$ cat src/rtl/ir_nec_pkg.sv
// Shared NEC protocol definitions: transmitter state encoding, unit durations and payload layout.
// The unit constants are common to the transmit and receive sides.
package ir_nec_pkg;

  typedef enum logic [3:0] {
    StIdle,
    StLeadMark,
    StLeadSpace,
    StBitMark,
    StBitSpace,
    StStopMark,
    StGap,
    StRepMark,
    StRepSpace,
    StRepStop
  } ir_state_e;

  localparam int unsigned LEAD_MARK_U  = 16;
  localparam int unsigned LEAD_SPACE_U = 8;
  localparam int unsigned REP_SPACE_U  = 4;
  localparam int unsigned ONE_SPACE_U  = 3;
  localparam int unsigned ZERO_SPACE_U = 1;
  localparam int unsigned BIT_MARK_U   = 1;
  localparam int unsigned STOP_MARK_U  = 1;
  localparam int unsigned NEC_BITS     = 32;

  // Longest possible frame (all ones) plus at least one unit of gap.
  localparam int unsigned MIN_FRAME_U =
      LEAD_MARK_U + LEAD_SPACE_U + NEC_BITS * (ONE_SPACE_U + BIT_MARK_U) + STOP_MARK_U + 1;

  // Wire order, LSB first: addr, ~addr, cmd, ~cmd.
  function automatic logic [31:0] nec_payload(input logic [15:0] code);
    return {~code[7:0], code[7:0], ~code[15:8], code[15:8]};
  endfunction

  function automatic logic is_mark(input ir_state_e s);
    return s inside {StLeadMark, StBitMark, StStopMark, StRepMark, StRepStop};
  endfunction

endpackage

$ cat src/rtl/ir_carrier_gen.sv
// Carrier divider for the IR LED: high for the first half of each period.
// A synchronous restart realigns the phase so a mark always opens with a full high half-period.
module ir_carrier_gen #(
  parameter int unsigned CARRIER_DIV = 711
) (
  input  logic clk27,
  input  logic reset_n,
  input  logic restart_i,
  output logic carrier_o
);

  localparam int unsigned CW = (CARRIER_DIV > 1) ? $clog2(CARRIER_DIV) : 1;

  logic [CW-1:0] cnt_q, cnt_d;

  always_comb begin
    cnt_d = cnt_q;
    if (restart_i || (cnt_q == CW'(CARRIER_DIV - 1))) begin
      cnt_d = '0;
    end else begin
      cnt_d = cnt_q + CW'(1);
    end
  end

  always_ff @(posedge clk27 or negedge reset_n) begin
    if (!reset_n) begin
      cnt_q <= '0;
    end else begin
      cnt_q <= cnt_d;
    end
  end

  assign carrier_o = (cnt_q < CW'(CARRIER_DIV / 2));

endmodule

$ cat src/rtl/ir_nec_tx.sv
// NEC infrared transmitter: serialises address/command frames and repeat codes as an envelope
// (1 = space) plus a carrier-gated LED drive.
module ir_nec_tx
  import ir_nec_pkg::*;
#(
  parameter int unsigned UNIT_CYCLES = 15188,
  parameter int unsigned CARRIER_DIV = 711,
  parameter int unsigned FRAME_UNITS = 192
) (
  input  logic        clk27,
  input  logic        reset_n,
  input  logic        tx_valid,
  output logic        tx_ready,
  input  logic [15:0] tx_code,
  input  logic        tx_repeat,
  output logic        ir_tx,
  output logic        ir_tx_mod,
  output logic        busy,
  output logic        done
);

  localparam int unsigned PW = (UNIT_CYCLES > 1) ? $clog2(UNIT_CYCLES) : 1;

  if ((FRAME_UNITS > 255) || (FRAME_UNITS < MIN_FRAME_U)) begin : g_frame_units_chk
    $error("ir_nec_tx: FRAME_UNITS must lie in [%0d, 255]", MIN_FRAME_U);
  end

  ir_state_e    state_q, state_d;
  logic [PW-1:0] presc_q, presc_d;
  logic [4:0]   unit_q, unit_d;
  logic [7:0]   frame_q, frame_d;
  logic [4:0]   bit_idx_q, bit_idx_d;
  logic [31:0]  shreg_q, shreg_d;
  logic         ir_tx_q, ir_tx_d;
  logic         ready_q, ready_d;
  logic         busy_q, busy_d;
  logic         done_q, done_d;

  logic         tick;
  logic         last_unit;
  logic [4:0]   dur_m1;
  logic         mark_d;
  logic         restart;
  logic         carrier;

  assign tick = (state_q != StIdle) && (presc_q == PW'(UNIT_CYCLES - 1));

  always_comb begin
    dur_m1 = 5'd0;
    case (state_q)
      StLeadMark:  dur_m1 = 5'(LEAD_MARK_U - 1);
      StLeadSpace: dur_m1 = 5'(LEAD_SPACE_U - 1);
      StBitSpace:  dur_m1 = shreg_q[0] ? 5'(ONE_SPACE_U - 1) : 5'(ZERO_SPACE_U - 1);
      StRepMark:   dur_m1 = 5'(LEAD_MARK_U - 1);
      StRepSpace:  dur_m1 = 5'(REP_SPACE_U - 1);
      default:     dur_m1 = 5'd0;
    endcase
  end

  assign last_unit = tick && (unit_q == dur_m1);

  always_comb begin
    state_d   = state_q;
    presc_d   = presc_q;
    unit_d    = unit_q;
    frame_d   = frame_q;
    bit_idx_d = bit_idx_q;
    shreg_d   = shreg_q;
    done_d    = 1'b0;

    if (state_q != StIdle) begin
      presc_d = tick ? '0 : presc_q + PW'(1);
      if (tick) begin
        frame_d = frame_q + 8'd1;
        unit_d  = last_unit ? 5'd0 : unit_q + 5'd1;
      end
    end

    unique case (state_q)
      StIdle: begin
        if (tx_valid && ready_q) begin
          state_d   = StLeadMark;
          shreg_d   = nec_payload(tx_code);
          presc_d   = '0;
          unit_d    = 5'd0;
          frame_d   = 8'd0;
          bit_idx_d = 5'd0;
        end
      end
      StLeadMark:  if (last_unit) state_d = StLeadSpace;
      StLeadSpace: if (last_unit) state_d = StBitMark;
      StBitMark:   if (last_unit) state_d = StBitSpace;
      StBitSpace: begin
        if (last_unit) begin
          shreg_d   = shreg_q >> 1;
          bit_idx_d = bit_idx_q + 5'd1;
          state_d   = (bit_idx_q == 5'(NEC_BITS - 1)) ? StStopMark : StBitMark;
        end
      end
      StStopMark: begin
        if (last_unit) begin
          state_d = StGap;
          done_d  = 1'b1;
        end
      end
      StGap: begin
        // Gap length is set by the frame counter, not the per-state unit counter.
        unit_d = 5'd0;
        if (tick && (frame_q == 8'(FRAME_UNITS - 1))) begin
          frame_d = 8'd0;
          state_d = tx_repeat ? StRepMark : StIdle;
        end
      end
      StRepMark:  if (last_unit) state_d = StRepSpace;
      StRepSpace: if (last_unit) state_d = StRepStop;
      StRepStop: begin
        if (last_unit) begin
          state_d = StGap;
          done_d  = 1'b1;
        end
      end
      default: state_d = StIdle;
    endcase
  end

  assign mark_d  = is_mark(state_d);
  assign ir_tx_d = ~mark_d;
  assign ready_d = (state_d == StIdle);
  assign busy_d  = (state_d != StIdle);
  // ir_tx_q high means the line is currently in a space, so this fires on every mark entry.
  assign restart = mark_d && ir_tx_q;

  always_ff @(posedge clk27 or negedge reset_n) begin
    if (!reset_n) begin
      state_q   <= StIdle;
      presc_q   <= '0;
      unit_q    <= 5'd0;
      frame_q   <= 8'd0;
      bit_idx_q <= 5'd0;
      shreg_q   <= 32'd0;
      ir_tx_q   <= 1'b1;
      ready_q   <= 1'b1;
      busy_q    <= 1'b0;
      done_q    <= 1'b0;
    end else begin
      state_q   <= state_d;
      presc_q   <= presc_d;
      unit_q    <= unit_d;
      frame_q   <= frame_d;
      bit_idx_q <= bit_idx_d;
      shreg_q   <= shreg_d;
      ir_tx_q   <= ir_tx_d;
      ready_q   <= ready_d;
      busy_q    <= busy_d;
      done_q    <= done_d;
    end
  end

  ir_carrier_gen #(
    .CARRIER_DIV(CARRIER_DIV)
  ) u_carrier (
    .clk27    (clk27),
    .reset_n  (reset_n),
    .restart_i(restart),
    .carrier_o(carrier)
  );

  assign ir_tx     = ir_tx_q;
  assign ir_tx_mod = ~ir_tx_q & carrier;
  assign tx_ready  = ready_q;
  assign busy      = busy_q;
  assign done      = done_q;

endmodule

$ cat config.mk
export PLATFORM = sky130hd
export DESIGN_NAME = ir_nec_tx
export DESIGN_NICKNAME = d
export VERILOG_FILES = /design/src/rtl/ir_nec_pkg.sv /design/src/rtl/ir_carrier_gen.sv /design/src/rtl/ir_nec_tx.sv
export SDC_FILE = /design/constraint.sdc
export NUM_CORES = 1
export LEC_CHECK = 0
export BUFFER_PORTS_ARGS = -buffer_cell sky130_fd_sc_hd__buf_2
export CELL_PAD_IN_SITES_DETAIL_PLACEMENT = 1
export CELL_PAD_IN_SITES_GLOBAL_PLACEMENT = 2
export CORE_MARGIN = 3
export CORE_UTILIZATION = 41
export DETAILED_ROUTE_END_ITERATION = 16
export PLACE_DENSITY_LB_ADDON = 0.1
export SLEW_MARGIN = 20
export SYNTH_ARGS = -nofsm -noshare
export SYNTH_HDL_FRONTEND = slang
export SYNTH_SLANG_ARGS = --single-unit
export TNS_END_PERCENT = 20
$ cat constraint.sdc
create_clock -name clk27 -period 4 [get_ports clk27]
set_clock_uncertainty 0.05 [all_clocks]
set_input_delay 0.4 -clock clk27 [delete_from_list [all_inputs] [get_ports clk27]]
set_output_delay 0.4 -clock clk27 [all_outputs]
set_load 0.02 [all_outputs]
==> results.yml <==
clock_network:
  clock_latency_ns: 0.36
  path_clk_slew_ns: 0.08
  cts_made_buffers: 9
  ctsHoldBuffers: 0
  cts.sinks: 82
  tritoncts: "done"
  htreeDepth: 3
  clk_path_buf_depth: 2
  cts-resized-gates: 0
  post_cts_buffers: 0
  cts_root_buffer: "clkbuf_8"
yosys:
  ys.flop_type: "dfrtp_1"
  yosysSeqAreaShare_pct: 47.83
  synth_compound_area_share_pct: 13.57
  synth_area_per_cell_sq_um: 9.005
  syn_nets: 504
  synth.area.top_cells: "dfrtp_1, nor2_1, nand2_1, xor2_1, o21ai_0"
  synth_xor_area_share_pct: 6.321
  ys_seq_elements: 82
  synth_top_family_by_area: "simple AND/OR/NAND/NOR gates"
  ys_async_sr_fraction_pct: 100.0
  synth-simple-area-share_pct: 26.04
  synthesis.area_sq_mm: 0.004295
  synthCells: 477
  synthDistinctLibCells: 58
  synth_top_area_cell: "dfrtp_1"
  synth_edf_count: 0
  yosys.area_share.adder_pct: 2.039
  ys_warn_count: 0
  yosysTopAreaCellShare_pct: 46.61
  synth.top_cells.by_count: "dfrtp_1, nor2_1, nand2_1"
  yosysMostFrequentCell: "dfrtp_1"
  synth_mux_area_share_pct: 0.4661
sta:
  hold_violations: 0
  fmax_mhz: 306.3
  tns_ns: 0
  slew_viol_final: 0
  final.period_utilization_pct: 81.63
  post-route-min-period_ns: 3.265
  relSlewSlack_pct: 47.17
  finalWorstSetupSlack_ns: 0.7350
  finalSetupViolations: 0
  rsz0062_at_grt: "false"
  tightest_slew_ns: 0.7925
place:
  hpwl_um: 7109
  dp_slack_ns: 0.7225
  portBuffers: 24
  gp_congestion: 0.8082
finish:
  n_antenna_cell: 0
  final_util_pct: 46.97
  nets: 523
  drive_above_1_share_pct: 11.60
  area_delta_synth_final_pct: 9.350
floorplanning:
  core_sq_mm: 0.01000
  fp.dieH_um: 108.4
  die_w_um: 108.4
  dieArea_sq_mm: 0.01174
  start_util_pct: 42.96
  io_pins: 25
  num_rows: 36
setup_path:
  cp.arrival_ns: 3.43
  slowest_delay_ns: 0.76
  worstPathCellList: "nor4bb_1 > nand3_1 > o31ai_1 > nor2_1 > buf_4 > nor2_1 > nor2_1"
  worst-r2r-setup-slack_ns: 0.73
  cp_slowest_cell: "dfrtp_1"
  critPathCaptureType: "flop"
  crit_buf_inv: 1
  crit_path_frequent_cell: "nor2_1"
  startpoint_type: "flop"
  worstPathMaxFanout: 20
  crit_family: "simple AND/OR/NAND/NOR gates"
  worstSetupPathType: "reg -> reg"
  worstPathRequired_ns: 4.17
detailed_routing:
  drt_first_pass_iters: 4
  drc_errors: 0
  wl_per_cell_um: 15.95
  ant_nets: 0
  via_per_inst: 5.442
  drt_first_iter_violations: 111
  totalWireLength_um: 10100
  vias: 3445
grt:
  grt_pass1_vias: 3546
  globalRouteOverflowTotal: 0
  grt_pass1_wl_um: 17870
  grt_usage_pct: 19.28
  antenna_found_initial: 0
  grt_max_degree: 64
power:
  max-vdd-ir-drop_mv: 0.1424
  power.leakage_uw: 0.001990
  power_density_mw_per_mm2: 295.7
run_status:
  status: "finished, final reports clean"
run:
  drv_cap: 0
worst_hold_path:
  hp-class: "in -> async"
## metrics by stage
step | instances | instance area (sq um) | power, uW | hold WS [ns]
6_report | 633 | 4697 | 1389 | 0.07696
5_1_grt | 633 | 4697 | 1452 | 0.1333
4_1_cts | 633 | 4697 | 1416 | 0.1043
3_5_place_dp | 618 | 4536 | 882.3 | 0.4638
3_3_place_gp | 618 | 4536 | 881.4 | 0.4518
2_1_floorplan | 477 | 4295 | 852.0 | 0.05441
## flip-flops by register name (all words and copies together) (netlist names)
register and cells:
done 1, ir_tx 1, tx_ready 1, state_q 4
unit_q 5, presc_q 14, shreg_q 32, u_carrier.cnt_q 10
bit_idx_q 5, frame_q 8, busy 1
## worst paths after layout
check | startpoint | end | cells after the start
setup reg to reg | state_q[2] | presc_q[12] | 7
hold reg to reg | shreg_q[29] | shreg_q[29] | 2
max in group asynchronous | reset_n | shreg_q[20] | 2
hold / removal | reset_n | busy | 1
setup / recovery | state_q[2] | presc_q[12] | 7
min in group clk27 | tx_code[7] | shreg_q[31] | 2
## cells in the final DEF, fill, tap and decap left out, drive strengths merged, types with 10 or more instances in the layout
| cell | count |
|---|---|
| a21oi | 20 |
| a31oi | 19 |
| buf | 34 |
| clkbuf | 11 |
| dfrtp | 80 |
| nand2 | 70 |
| nand3 | 21 |
| nor2 | 78 |
| nor3 | 10 |
| o21ai | 28 |
| xnor2 | 12 |
| xor2 | 19 |
## power breakdown
group	leakage [uW]	switching, uW	internal, uW
logic	0.000916	25.3	10.2
registers	0.000994	0	828
clock network	0.0000794	302	224
## per-layer routing
metal / part of all wire, % / GRT usage (%)
met1: 50 / 27.59
met2: 46 / 29.66
met3: 2.5 / 3.821
met4: 1.3 / 5.771
met5: 0 / 0
## cells by family (layout without fill, tap and decap cells)
group                    after synthesis  after routing
multiplexers                           2              2
AO/OA/AOI/OAI                         91             91
buffers and inverters                 32             55
adder cells (fa/ha/maj)                7              7
flip-flops                            82             82
AND/OR/NAND/NOR                      232            232
XOR/XNOR                              31             31
## final cells by class
class	instances	area [sq um]
Fill cell	1202	5303
Multi-Input combinational cell	363	2082
Sequential cell	82	2054
Timing Repair Buffer	34	210.2
Tap cell	133	166.4
Clock buffer	11	131.4
Clock inverter	4	30.03
Inverter	6	22.52
Power figures use the tool's default switching activity.
